===== src/rtl/ids_bus_pkg.sv =====
// ids_bus shared types: bus owner encoding and arbiter state.
// The owner encoding doubles as the data-path mux select in ids_bus.
package ids_bus_pkg;

  typedef enum logic [1:0] {
    OWN_NONE = 2'b00,
    OWN_CORE = 2'b01,
    OWN_DMA  = 2'b10
  } bus_owner_e;

  typedef enum logic [1:0] {
    ARB_IDLE     = 2'b00,
    ARB_GNT_CORE = 2'b01,
    ARB_GNT_DMA  = 2'b10
  } arb_state_e;

  function automatic bus_owner_e owner_of(input arb_state_e s);
    bus_owner_e o;
    o = OWN_NONE;
    case (s)
      ARB_GNT_CORE: o = OWN_CORE;
      ARB_GNT_DMA:  o = OWN_DMA;
      default:      o = OWN_NONE;
    endcase
    return o;
  endfunction

endpackage


===== src/rtl/ids_bus_arbiter.sv =====
// ids_bus grant-side arbiter between core data port and DMA.
// Registered grants, round-robin ties, starvation guard, idle gap.
module ids_bus_arbiter
  import ids_bus_pkg::*;
#(
  parameter int unsigned MAX_HOLD = 64
) (
  input  logic       i_clk,
  input  logic       i_rst_n,
  input  logic       i_req_dmem,
  output logic       o_gnt_dmem,
  input  logic       i_req_dma,
  output logic       o_gnt_dma,
  output logic [1:0] o_owner,
  output logic       o_preempt
);

  // MAX_HOLD=0 disables the guard; keep the counter 1 bit wide then.
  localparam int unsigned HOLD_W =
    (MAX_HOLD > 0) ? $clog2(MAX_HOLD + 1) : 1;
  localparam int unsigned LAST_I =
    (MAX_HOLD > 0) ? MAX_HOLD - 1 : 0;
  localparam logic [HOLD_W-1:0] HOLD_SAT  = HOLD_W'(MAX_HOLD);
  localparam logic [HOLD_W-1:0] HOLD_LAST = HOLD_W'(LAST_I);
  localparam bit GUARD_ON = (MAX_HOLD > 0);

  arb_state_e        state_q, state_d;
  bus_owner_e        last_owner_q, last_owner_d;
  logic [HOLD_W-1:0] hold_cnt_q, hold_cnt_d;
  logic              gnt_dmem_q, gnt_dmem_d;
  logic              gnt_dma_q, gnt_dma_d;
  logic              own_req;
  logic              oth_req;
  logic              preempt;

  // Next-state: arbitration in IDLE, release/preempt while granted.
  always_comb begin
    state_d      = state_q;
    last_owner_d = last_owner_q;
    hold_cnt_d   = hold_cnt_q;
    preempt      = 1'b0;
    own_req      = 1'b0;
    oth_req      = 1'b0;

    unique case (state_q)
      ARB_GNT_CORE: begin
        own_req = i_req_dmem;
        oth_req = i_req_dma;
      end
      ARB_GNT_DMA: begin
        own_req = i_req_dma;
        oth_req = i_req_dmem;
      end
      default: begin
        own_req = 1'b0;
        oth_req = 1'b0;
      end
    endcase

    unique case (state_q)
      ARB_IDLE: begin
        hold_cnt_d = '0;
        if (i_req_dmem && i_req_dma) begin
          state_d = (last_owner_q == OWN_CORE) ?
                    ARB_GNT_DMA : ARB_GNT_CORE;
        end else if (i_req_dmem) begin
          state_d = ARB_GNT_CORE;
        end else if (i_req_dma) begin
          state_d = ARB_GNT_DMA;
        end
      end
      ARB_GNT_CORE, ARB_GNT_DMA: begin
        if (!own_req) begin
          state_d      = ARB_IDLE;
          last_owner_d = owner_of(state_q);
        end else if (GUARD_ON && oth_req &&
                     hold_cnt_q == HOLD_LAST) begin
          state_d      = ARB_IDLE;
          last_owner_d = owner_of(state_q);
          preempt      = 1'b1;
        end else if (oth_req && hold_cnt_q != HOLD_SAT) begin
          hold_cnt_d = hold_cnt_q + HOLD_W'(1);
        end
      end
      default: begin
        state_d = ARB_IDLE;
      end
    endcase

    gnt_dmem_d = (state_d == ARB_GNT_CORE);
    gnt_dma_d  = (state_d == ARB_GNT_DMA);
  end

  // State, round-robin memory, hold counter and grant flops.
  always_ff @(posedge i_clk) begin
    if (!i_rst_n) begin
      state_q      <= ARB_IDLE;
      last_owner_q <= OWN_DMA;
      hold_cnt_q   <= '0;
      gnt_dmem_q   <= 1'b0;
      gnt_dma_q    <= 1'b0;
    end else begin
      state_q      <= state_d;
      last_owner_q <= last_owner_d;
      hold_cnt_q   <= hold_cnt_d;
      gnt_dmem_q   <= gnt_dmem_d;
      gnt_dma_q    <= gnt_dma_d;
    end
  end

  assign o_gnt_dmem = gnt_dmem_q;
  assign o_gnt_dma  = gnt_dma_q;
  assign o_owner    = {gnt_dma_q, gnt_dmem_q};
  // Pulses in the decision cycle; the grant drops at the next edge.
  assign o_preempt  = preempt;

  a_onehot: assert property (
    @(posedge i_clk) disable iff (!i_rst_n)
    $onehot0({o_gnt_dma, o_gnt_dmem}));

  a_gnt_core_req: assert property (
    @(posedge i_clk) disable iff (!i_rst_n)
    o_gnt_dmem |-> $past(i_req_dmem));

  a_gnt_dma_req: assert property (
    @(posedge i_clk) disable iff (!i_rst_n)
    o_gnt_dma |-> $past(i_req_dma));

  a_idle_gap: assert property (
    @(posedge i_clk) disable iff (!i_rst_n)
    ($past(o_owner) != 2'b00 && o_owner != 2'b00)
      |-> (o_owner == $past(o_owner)));

endmodule

===== config.mk =====
export PLATFORM = sky130hd
export DESIGN_NAME = ids_bus_arbiter
export DESIGN_NICKNAME = d
export VERILOG_FILES = /design/src/rtl/ids_bus_pkg.sv /design/src/rtl/ids_bus_arbiter.sv
export SDC_FILE = /design/constraint.sdc
export NUM_CORES = 1
export LEC_CHECK = 0
export ABC_AREA = 1
export CORE_UTILIZATION = 45
export CTS_BUF_LIST = sky130_fd_sc_hd__clkbuf_16
export CTS_CLUSTER_DIAMETER = 80
export DETAILED_ROUTE_END_ITERATION = 16
export PLACE_DENSITY = 0.65
export SYNTH_ARGS = -nofsm -noshare
export SYNTH_HDL_FRONTEND = slang
export SYNTH_SLANG_ARGS = --single-unit

===== constraint.sdc =====
create_clock -name i_clk -period 4.8 [get_ports i_clk]
set_input_delay 0.48 -clock i_clk [delete_from_list [all_inputs] [get_ports i_clk]]
set_output_delay 0.48 -clock i_clk [all_outputs]
set_load 0.01 [all_outputs]

# ---- Word level (Yosys, flattened, before mapping)
# Index checks and enable logic that the tools add are counted.
dict set report totals {
  rom_bits 0
  latch_bits 0
  mem_bits_rw 0
  memories 0
  regBits 13
}
dict set report op_classes {
  muxes 19
  n_eq_ne 11
  n_bitwise 0
  multipliers 0
  shift 0
  reduce_logical 8
  n_addsub 1
  order_cmp 0
  n_div 0
}
# cell count
set op_table {}
lappend op_table {{7-bit 2-to-1 mux} 3}
lappend op_table {{2-bit 2-to-1 mux} 8}
lappend op_table {{7-bit case mux with 2 select lines} 1}
lappend op_table {{2-bit case mux with 2 select lines} 2}
lappend op_table {{7-bit by 1-bit adder with 7-bit output (second input constant)} 1}
lappend op_table {{7-bit by 6-bit == test with 1-bit output (second input constant)} 1}
lappend op_table {{7-bit != test (second input constant)} 1}
lappend op_table {{2-bit by 1-bit == test with 1-bit output (second input constant)} 3}
lappend op_table {{2-bit != test (second input constant)} 3}
lappend op_table {{2-bit == test (second input constant)} 2}
lappend op_table {{1-bit case mux with 2 select lines} 2}
lappend op_table {{4-bit AND reduction} 1}
lappend op_table {{1-bit logical AND} 3}
lappend op_table {{1-bit 2-to-1 mux} 3}
lappend op_table {{2-bit logical NOT} 1}
lappend op_table {{2-bit by 1-bit != test with 1-bit output (second input constant)} 1}
lappend op_table {{2-bit AND reduction} 1}
lappend op_table {{2-bit nonzero test} 1}
lappend op_table {{2-bit OR reduction} 1}

# ---- Depth between registers and ports, before layout
dict set report depth {
  word_depth 7
  depth_mapped 12
}

# ---- Least setup slack after synthesis
# No wires, ideal clock.
dict set report synth_timing {
  path_type {register to output}
  start {register state_q[0]}
  end {output port o_preempt}
  stages_incl_launch_ff 5
  arrival_time_ps 1234
  setup_slack_ps 3086
  path_cell_list {dfxtp_1 > inv_1 > ha_1 > nand2_1 > nor3_1}
}
dict set report synth_between {
  elab_chain_len 6
  word_cells_on_any_way 9
  classes_between {2 x eq/ne; 5 x mux; 2 x reduce/logical}
}
# element line
set synth_rtl {}
lappend synth_rtl {{start: declaration} ids_bus_arbiter.sv:27} ;# arb_state_e state_q, state_d;
lappend synth_rtl {{start signal: assignment} ids_bus_arbiter.sv:103} ;# state_q <= state_d;
lappend synth_rtl {{2-bit == test or 2-bit by 1-bit == test with 1-bit output (tied branches)} {ids_bus_arbiter.sv:45, ids_bus_arbiter.sv:60}}
lappend synth_rtl {{1-bit case mux with 2 select lines} ids_bus_arbiter.sv:45} ;# unique case (state_q)
lappend synth_rtl {{1-bit logical AND} ids_bus_arbiter.sv:76} ;# end else if (GUARD_ON && oth_req &&
lappend synth_rtl {{1-bit 2-to-1 mux} ids_bus_arbiter.sv:76}
lappend synth_rtl {{1-bit 2-to-1 mux} ids_bus_arbiter.sv:73} ;# if (!own_req) begin
lappend synth_rtl {{1-bit 2-to-1 mux (*)} ids_bus_arbiter.sv:60} ;# unique case (state_q)
lappend synth_rtl {{end: declaration} ids_bus_arbiter.sv:15} ;# output logic o_preempt
# Every way passes the cells marked *; elsewhere a longest branch is shown, timed or not.

# ---- Final worst setup path
dict set report layout_timing {
  start {register state_q[1]}
  end {output port o_preempt}
}
# The elaborated chain is that of the path after synthesis.

==> out/results.tsv <==
stage	metric	value	unit
status	outcome	completed	
cts	clock-pin slew on the worst setup and hold paths	0.04	ns
die	# rows	15	
cts	later-pin clock latency in the skew report	0.24	ns
synthesis	area leader, netlist	dfxtp_1	
worst_setup_path	endpoint kind of the worst setup timing path	output pin	
synthesis	Seq/Total Area, Yosys	0.292	
cts	CTS H-tree depth	1	
global_routing	vias in the first global route	758	
detailed_routing	# DRC	0	
detailed_routing	drt first pass iters	4	
sta	Final Hold Viols	0	
cts	Clock Path Buffers	2	
power_and_ir_drop	maximum VDD drop	224	uV
die	Die Area	2160	sq um
worst_setup_path	startpoint types	flip-flop	
sta	Worst-Margin Slew	0.489	ns
die	CORE AREA	1780	sq um
global_routing	initial antenna violation count	0	
cts	post-cts sizing count	0	
worst_setup_path	critical path type	flip-flop to output pin	
sta	FMAX	0.396	GHz
sta	total negative slack	0	ns
synthesis	Avg Synthesized Cell Area	6.60	sq um
die	die height	46.5	um
cts	CTS tree	done	
placement	Port Buf Inserts	8	
synthesis	Netlist cell types	20	
power_and_ir_drop	Static Leakage	0.468	nW
synthesis	Post-synth top cells	nand2_1 (36), inv_1 (20), nor2_1 (17)	
synthesis	Async SR Flop Fraction	0	
cts	Post-CTS Setup Repair Bufs	0	
detailed_routing	via count	836	
sta	fin. max-slew vios	0	
synthesis	cells after synthesis	135	
placement	GPL Wtd Cong	0.813	
detailed_routing	drt wl/cell	10.5	um
power_and_ir_drop	Pwr Density	322	nW/um^2
final_layout	fin nets	157	
synthesis	main area contributors after synthesis	dfxtp_1 (29%), nand2_1 (15%), ha_1 (11%), inv_1 (8.4%), nor2_1 (7.2%)	
sta	final setup fails	0	
min_path	hold path depth	2	
die	I/O pin cnt	9	
final_layout	Ant. Diodes	0	
sta	worst hold slack	0.469	ns
synthesis	top-count cell post-synth	nand2_1	
synthesis	Post-synth EDFFs	0	
synthesis	Yosys top cell area share	0.292	
final_layout	layout cells sized above 1	0.0903	
sta	period utilization	0.526	
global_routing	GRT Total Usage	0.204	
min_path	Hold EP	last_owner_q[1]	
final_layout	area delta synth->final	18.4	%
worst_setup_path	CP Max Fanout	6	
cts	Num CTS Buffers	3	
sta	Final Critical Period	2.52	ns
cts	Post-CTS Hold Fix Bufs	0	
worst_setup_path	worst r2r dst	hold_cnt_q[1]	
final_layout	Fillers	167	
min_path	worst min-delay path class	flip-flop to flip-flop	
worst_setup_path	Critical Path RT	4.32	ns
sta	unrepaired setup endpoints after global routing	no	
final_layout	register area	260	sq um
worst_setup_path	reg2reg path depth	9	
die	chip width	46.5	um
worst_setup_path	worst r2r src	state_q[1]	
detailed_routing	Total Wirelength	1.77	mm
global_routing	global-route wire length before repair	3.11	mm
detailed_routing	vias per std cell	4.95	
sta	skew final	0.00252	ns
synthesis	Synth Register Bits	13	
min_path	hold path start	last_owner_q[1]	
flow_run	total of max-cap violations	0	
synthesis	Syn Std Cell Area	891	sq um
die	Starting Density	0.500	
cts	clk sink count	13	
synthesis	synth warn	0	
sta	Rel. slew slack	0.674	
synthesis	Main synth FF type	dfxtp_1	
worst_setup_path	reg-to-reg slack, setup	2.74	ns
global_routing	grt total ovfl	0	
synthesis	Post-Syn Nets	147	
global_routing	largest net degree at the start of global routing	12	
worst_setup_path	Critical Path AT	2.04	ns
final_layout	multi-input logic area	529	sq um
placement	DP HPWL	1.41	mm
cts	clock root cell	clkbuf_16	
detailed_routing	Post-DRT Antenna Nets	0	
detailed_routing	initial detailed-routing violation count	12	
[worst max-delay path: stages (launching register included)]
cell             delay [ns]
dfxtp_1                0.42
inv_1                  0.11
ha_1                   0.36
nand2_1                0.16
nor3_1                 0.19
clkdlybuf4s50_1        0.55
[power breakdown]
part            total, W  switching, W  internal [W]
clock network   0.000154     0.0000443      0.000110
logic          0.0000654     0.0000418     0.0000236
registers       0.000121    0.00000539      0.000115
total           0.000340     0.0000915      0.000248
[flip-flops by register name (all words and copies together), names as in the netlist]
register      cells
o_gnt_dmem        1
last_owner_q      2
hold_cnt_q        7
state_q           2
o_gnt_dma         1
[worst max path at each step]
stage	end	cells after the start	startpoint	slack, ns
final	o_preempt	5	state_q[1]	2.28
after global routing	o_preempt	5	state_q[1]	2.13
after CTS	o_preempt	5	state_q[1]	2.30
after detailed placement	o_preempt	6	i_req_dma	2.31
after global placement	o_preempt	6	i_req_dma	2.34
after floorplan	o_preempt	4	state_q[0]	3.09
[layout make-up]
| class | instances | share of cell area |
|---|---|---|
| flip-flops and latches | 13 | 0.247 |
| inverters | 20 | 0.0712 |
| clock inverters | 1 | 0.00356 |
| clock buffers | 3 | 0.0712 |
| multi-input cells | 99 | 0.502 |
| repair buffers | 8 | 0.0759 |
| well taps | 25 | 0.0297 |
[layout by cell type, fill, tap and decap left out, types with 3 or more instances in the layout]
master,instances
nand2_1,36
inv_1,21
nor2_1,17
dfxtp_1,13
nand3_1,11
ha_1,8
clkdlybuf4s50_1,8
a21oi_1,6
nand2_2,4
o21ai_0,4
nor2_2,3
clkbuf_16,3
[routing by layer]
metal,up-vias,GRT usage,share of wire
li1,439,-,-
met1,371,0.294,0.50
met2,21,0.292,0.43
met3,5,0.0353,0.042
met4,0,0.0882,0.023
met5,-,0,0
[metrics by stage]
stage	utilization	power (W)	instances	area (sq um)	worst slack, ns
after floorplan	-	0.000171	135	891	3.09
after global placement	0.547	0.000186	165	976	2.34
after detailed placement	0.547	0.000187	165	976	2.31
after CTS	0.592	0.000342	169	1050	2.30
after global routing	0.592	0.000356	169	1050	2.13
final	0.592	0.000340	169	1050	2.28
[kinds of logic after synthesis]
group                    count (synthesis)  share of synthesized area
flip-flops                              13                      0.292
adder cells (fa/ha/maj)                  8                      0.112
XOR/XNOR                                 1                    0.00983
buffers and inverters                   23                      0.114
AND/OR/NAND/NOR                         77                      0.393
AO/OA/AOI/OAI                           13                     0.0786
Note: power is estimated with default switching activity, not from simulation.
